--- src/rtl/load_store_unit.sv ---
// Byte-addressed load/store front end for the word-addressed data_memory: big-endian lanes,
// load extension, read-modify-write for SB/SH. Optional macro: LSU_ALIGN_CHECK_EN.
module load_store_unit #(
   parameter int WIDTH  = 32,
   parameter int ADDR_W = 8
) (
   input  logic              clk,
   input  logic              rst,
   input  logic              req_valid,
   output logic              req_ready,
   input  logic [2:0]        req_op,
   input  logic [ADDR_W+1:0] req_addr,
   input  logic [WIDTH-1:0]  req_wdata,
   output logic              rsp_valid,
   output logic [WIDTH-1:0]  rsp_rdata,
   output logic              rsp_err,
   output logic              mem_wnr,
   output logic [ADDR_W-1:0] mem_address,
   output logic [WIDTH-1:0]  mem_in,
   input  logic [WIDTH-1:0]  mem_out
);

   localparam logic [2:0] OP_LB  = 3'd0;
   localparam logic [2:0] OP_LH  = 3'd1;
   localparam logic [2:0] OP_LW  = 3'd2;
   localparam logic [2:0] OP_LBU = 3'd3;
   localparam logic [2:0] OP_LHU = 3'd4;
   localparam logic [2:0] OP_SB  = 3'd5;
   localparam logic [2:0] OP_SH  = 3'd6;
   localparam logic [2:0] OP_SW  = 3'd7;

   typedef enum logic [2:0] {S_IDLE, S_RD, S_RMW_RD, S_WR, S_RESP} state_t;

   state_t              state_q, state_d;
   logic [2:0]          op_q;
   logic [ADDR_W+1:0]   addr_q;
   logic [WIDTH-1:0]    wdata_q, merge_q, merge_d, rdata_q, load_ext;
   logic [7:0]          byte_sel;
   logic [15:0]         half_sel;
   logic                misalign;
   logic                accept;

   assign accept = (state_q == S_IDLE) && req_valid;

`ifdef LSU_ALIGN_CHECK_EN
   logic err_q;
   assign misalign = (((req_op == OP_LH) || (req_op == OP_LHU) || (req_op == OP_SH)) && req_addr[0]) ||
                     (((req_op == OP_LW) || (req_op == OP_SW)) && (req_addr[1:0] != 2'b00));
   assign rsp_err  = err_q & rsp_valid;
`else
   assign misalign = 1'b0;
   assign rsp_err  = 1'b0;
`endif

   assign rsp_rdata = rdata_q;

   // Lane select and merge; halfwords use addr[1] only, so addr[0] is ignored there.
   always_comb begin
      byte_sel = mem_out[31:24];
      case (addr_q[1:0])
         2'd0: byte_sel = mem_out[31:24];
         2'd1: byte_sel = mem_out[23:16];
         2'd2: byte_sel = mem_out[15:8];
         2'd3: byte_sel = mem_out[7:0];
         default: byte_sel = mem_out[31:24];
      endcase
      half_sel = addr_q[1] ? mem_out[15:0] : mem_out[31:16];

      case (op_q)
         OP_LB:   load_ext = {{24{byte_sel[7]}}, byte_sel};
         OP_LBU:  load_ext = {24'd0, byte_sel};
         OP_LH:   load_ext = {{16{half_sel[15]}}, half_sel};
         OP_LHU:  load_ext = {16'd0, half_sel};
         default: load_ext = mem_out;
      endcase

      merge_d = mem_out;
      if (op_q == OP_SB) begin
         case (addr_q[1:0])
            2'd0: merge_d[31:24] = wdata_q[7:0];
            2'd1: merge_d[23:16] = wdata_q[7:0];
            2'd2: merge_d[15:8]  = wdata_q[7:0];
            2'd3: merge_d[7:0]   = wdata_q[7:0];
            default: merge_d = mem_out;
         endcase
      end else if (op_q == OP_SH) begin
         if (addr_q[1]) merge_d[15:0]  = wdata_q[15:0];
         else           merge_d[31:16] = wdata_q[15:0];
      end
   end

   always_comb begin
      state_d     = state_q;
      req_ready   = 1'b0;
      rsp_valid   = 1'b0;
      mem_wnr     = 1'b0;
      mem_address = '0;
      mem_in      = '0;
      case (state_q)
         S_IDLE: begin
            req_ready = 1'b1;
            if (req_valid) begin
               if (misalign)                                 state_d = S_RESP;
               else if (req_op == OP_SW)                     state_d = S_WR;
               else if ((req_op == OP_SB) || (req_op == OP_SH)) state_d = S_RMW_RD;
               else                                          state_d = S_RD;
            end
         end
         S_RD: begin
            mem_address = addr_q[ADDR_W+1:2];
            state_d     = S_RESP;
         end
         S_RMW_RD: begin
            mem_address = addr_q[ADDR_W+1:2];
            state_d     = S_WR;
         end
         S_WR: begin
            mem_wnr     = !rst;
            mem_address = addr_q[ADDR_W+1:2];
            mem_in      = (op_q == OP_SW) ? wdata_q : merge_q;
            state_d     = S_RESP;
         end
         S_RESP: begin
            rsp_valid = 1'b1;
            state_d   = S_IDLE;
         end
         default: state_d = S_IDLE;
      endcase
   end

   always_ff @(posedge clk) begin
      if (rst) begin
         state_q <= S_IDLE;
         op_q    <= '0;
         addr_q  <= '0;
         wdata_q <= '0;
         merge_q <= '0;
         rdata_q <= '0;
`ifdef LSU_ALIGN_CHECK_EN
         err_q   <= 1'b0;
`endif
      end else begin
         state_q <= state_d;
         if (accept) begin
            op_q    <= req_op;
            addr_q  <= req_addr;
            wdata_q <= req_wdata;
            rdata_q <= '0;
`ifdef LSU_ALIGN_CHECK_EN
            err_q   <= misalign;
`endif
         end
         if (state_q == S_RD)     rdata_q <= load_ext;
         if (state_q == S_RMW_RD) merge_q <= merge_d;
      end
   end

endmodule

--- config.mk ---
export PLATFORM = sky130hd
export DESIGN_NAME = load_store_unit
export DESIGN_NICKNAME = d
export VERILOG_FILES = /design/src/rtl/load_store_unit.sv
export SDC_FILE = /design/constraint.sdc
export NUM_CORES = 1
export LEC_CHECK = 0
export ABC_AREA = 1
export CORE_ASPECT_RATIO = 1.5
export CORE_MARGIN = 4
export CORE_UTILIZATION = 54
export CTS_CLUSTER_SIZE = 24
export DETAILED_ROUTE_END_ITERATION = 8
export HOLD_SLACK_MARGIN = 0.06
export PLACE_DENSITY_LB_ADDON = 0.15
export REMOVE_ABC_BUFFERS = 1
export SLEW_MARGIN = 40
export SYNTH_ARGS = -nofsm -noshare
export SYNTH_HDL_FRONTEND = slang
export SYNTH_SLANG_ARGS = --single-unit
--- constraint.sdc ---
create_clock -name clk -period 3.65 [get_ports clk]
set_clock_uncertainty 0.05 [all_clocks]
set_input_delay 1.095 -clock clk [delete_from_list [all_inputs] [get_ports clk]]
set_output_delay 1.095 -clock clk [all_outputs]
set_load 0.02 [all_outputs]
==> metrics.md <==
| Metric | Value |
|---|---|
| Status | finished, final reports clean |
| Synthesis-stage register bit count | 112 |
| Routed Antenna Nets | 0 |
| Lkg Pwr | 2.99 nW |
| Htree depth | 3 |
| Critical Path Source | state_q[1]$_SDFFE_PP0P_ |
| Fmax | 290 MHz |
| Clk root buf | clkbuf_16 |
| Max-slew violations | 0 |
| Syn Area/Cell | 6.57 um2 |
| Synth cell types | 29 |
| Top FF cell, synth | dfxtp_1 |
| Row count | 48 |
| Avg WL per Cell | 16.6 um |
| Setup CP Type | reg -> out |
| Hold Crit Class | reg -> reg |
| Sw Pwr | 1.05 mW |
| Vias in the first global route | 6,672 |
| Fillcell total | 996 |
| Synthesis-to-finish area growth | 29.2% |
| Clock Tree Buf Depth | 2 |
| Register area | 2240 um2 |
| Setup bufs post-CTS | 0 |
| Global placement routability congestion | 0.932 |
| Initial antenna violation count | 0 |
| R2R Path End | rsp_rdata[6]$_SDFFE_PP0P_ |
| Ratio of cells with drive above 1 in the final layout | 5.81% |
| Post-cts resize count | 0 |
| Area of the multi-input gates | 3400 um2 |
| Worst-path cell chain | nand3_1 -> buf_4 -> a21oi_1 -> clkdlybuf4s50_1 |
| Worst Setup Start Kind | flip-flop |
| Residual DRC | 0 |
| DIE AREA | 13,500 um2 |
| Crit-path max FO | 26 |
| IO buf count | 154 |
| Die span in y | 140 um |
| Vias | 7,080 |
| Yosys warning count | 0 |
| Worst Path Arrival | 2.30 ns |
| Initial drt markers | 542 |
| Num CTS Buffers | 9 |
| Fin nets | 1,142 |
| Asr flop ratio synth | 0% |
| Detailed-route wire length | 20.2 mm |
| Post-DP HPWL | 14.1 mm |
| Final Hold Viols | 0 |
| Reg2Reg Launch Point | addr_q[1]$_SDFFE_PP0P_ |
| CP max stage delay | 0.67 ns |
| Worst ir drop on vdd | 0.307 mV |
| Ports | 156 |
| CTS Sinks | 112 |
| Clk_lat worst skew | 0.35 ns |
| Grt total ovfl | 0 |
| Sequential share of power | 42.6% |
| 1st-pass router iterations | 5 |
| Design Power | 3.21 mW |
| Least-Margin Pin Slew | 0.604 ns |
| Mapped Area | 6300 um2 |
| Post-synth EDFFs | 0 |
| Dpl cell area | 7830 um2 |
| Cts hold-fix bufs | 0 |
| Switch share | 32.6% |
| Fin area | 8140 um2 |
| # setup viols final | 0 |
| Clock slew seen by the registers of the worst setup and hold paths | 0.08 ns |
| Internal | 2.17 mW |
| Gr usage total | 29.9% |
| Synth Instances | 959 |
| Share of total power in the clock network | 32.0% |
| CP endpoint | mem_in[3] |
| Vias per inst | 5.82 |
| R2R cell count | 9 |
| Final period util | 94.4% |
| Relative slew margins | 59.7% |
| Final min period | 3.45 ns |
| Max_cap viols | 0 |
| Worst path required time | 2.50 ns |
| Die width | 96.2 um |
| Antenna Cells | 0 |
| Starting Density | 54.9% |
| RSZ-0062 raised after global routing | false |
| Largest net degree at the start of global routing | 51 |
| Power share of the combinational group | 25.4% |
| Reg-to-reg slack, setup | 1.34 ns |
| Seq/Total Area, Yosys | 35.6% |
| Crit-path slowest cell | clkdlybuf4s50_1 |
| First-pass GRT wire length | 32.7 mm |
| P per Cell Area | 395 nW/um2 |
| CTS tree | done |
| Setup_tns | 0 ns |
| CP endpoint kind | output port |
| Core Region | 11,500 um2 |
cell type report:
cell class / count / area share (%)
Multi-Input combinational cell: 690 / 41.7
Sequential cell: 112 / 27.6
Timing Repair Buffer: 173 / 21.1
Clock buffer: 10 / 2.94
Tap cell: 150 / 2.31
Inverter: 76 / 3.51
Clock inverter: 6 / 0.830
through the flow:
| step | hold WS (ns) | instances | setup slack (ns) | util [%] |
|---|---|---|---|---|
| 2_1_floorplan | 0.382 | 878 | 0.385 | - |
| 3_3_place_gp | 0.389 | 1199 | 0.568 | 67.9 |
| 3_5_place_dp | 0.394 | 1201 | 0.550 | 68.3 |
| 4_1_cts | 0.405 | 1217 | 0.230 | 70.9 |
| 5_1_grt | 0.429 | 1217 | 0.108 | 70.9 |
| 6_report | 0.402 | 1217 | 0.204 | 70.9 |
power groups by stage:
stage	clock network (mW)	registers, mW	logic, mW
5_1_grt	1.08	1.38	0.900
4_1_cts	1.04	1.37	0.805
3_5_place_dp	0	1.39	0.800
6_report	1.03	1.37	0.814
2_1_floorplan	0	1.43	0.422
3_3_place_gp	0	1.39	0.784
layout by cell type, fill, tap and decap left out:
cell,count
buf_4,16
nand3_1,26
nor2_1,22
clkbuf_8,1
clkinvlp_4,1
clkinv_2,2
dfxtp_1,112
buf_16,1
nand3_4,1
nand3_2,1
conb_1,1
a21oi_2,1
or2_2,1
o21ai_2,1
buf_8,1
bufinv_16,1
nand4_1,39
nand2_2,6
nor2_4,3
o211ai_1,33
nand2_4,2
buf_12,1
clkbuf_16,9
nor2_2,3
o21ai_1,9
a31oi_1,32
buf_2,1
inv_1,69
nand2_1,218
clkdlybuf4s50_1,153
inv_8,1
inv_2,7
o21ai_0,93
a21oi_1,197
clkinv_4,1
o2111ai_1,1
synthesized netlist by cell type, types with 4 or more instances:
master | instances | area share (%)
a21oi_1 | 197 | 16
a31oi_1 | 32 | 3.2
buf_2 | 22 | 1.7
buf_4 | 4 | 0.48
buf_6 | 4 | 0.72
clkbuf_1 | 47 | 2.8
dfxtp_1 | 112 | 36
inv_1 | 70 | 4.2
inv_2 | 6 | 0.36
nand2_1 | 219 | 13
nand2_2 | 5 | 0.50
nand3_1 | 26 | 2.1
nand4_1 | 39 | 3.9
nor2_1 | 22 | 1.3
o211ai_1 | 33 | 3.9
o21ai_0 | 93 | 7.4
o21ai_1 | 9 | 0.72
how the worst min path moves through the flow:
| stage | startpoint | to | slack (ns) | cells past startpoint |
|---|---|---|---|---|
| final | addr_q[5]$_SDFFE_PP0P_ | addr_q[5]$_SDFFE_PP0P_ | 0.40 | 2 |
| after global placement | addr_q[7]$_SDFFE_PP0P_ | addr_q[7]$_SDFFE_PP0P_ | 0.39 | 2 |
| after floorplan | addr_q[2]$_SDFFE_PP0P_ | addr_q[2]$_SDFFE_PP0P_ | 0.38 | 2 |
| after detailed placement | addr_q[7]$_SDFFE_PP0P_ | addr_q[7]$_SDFFE_PP0P_ | 0.39 | 2 |
| after global routing | addr_q[7]$_SDFFE_PP0P_ | addr_q[7]$_SDFFE_PP0P_ | 0.43 | 2 |
| after CTS | addr_q[5]$_SDFFE_PP0P_ | addr_q[5]$_SDFFE_PP0P_ | 0.41 | 2 |
layer usage:
| metal | GRT usage (%) | vias up | part of all wire (%) |
|---|---|---|---|
| met3 | 5.21 | 42 | 9.4 |
| met5 | 0 | - | 0 |
| met1 | 41.9 | 3152 | 42 |
| li1 | - | 3506 | - |
| met4 | 11.6 | 0 | 2.5 |
| met2 | 45.5 | 380 | 46 |
critical path: cells and delay by family, from the launching register on:
kind                   cells  cell delay (ns)
AOI/OAI and AO/OA          1             0.17
buffers and inverters      2             1.00
DFF                        1             0.47
and+or+nand+nor            1             0.30
sequential cells by signal, indices dropped and copies added, names as in the netlist:
name       cells
merge_q       32
state_q        3
rsp_rdata     32
wdata_q       32
addr_q        10
op_q           3
cells by family after synthesis:
group,Yosys count,share of synthesized area (%)
simple gates,322,22.5
flops,112,35.6
compound gates,367,31.3
other cells,1,0.0595
buf+inv,157,10.5
Note: power is estimated with default switching activity, not from simulation.
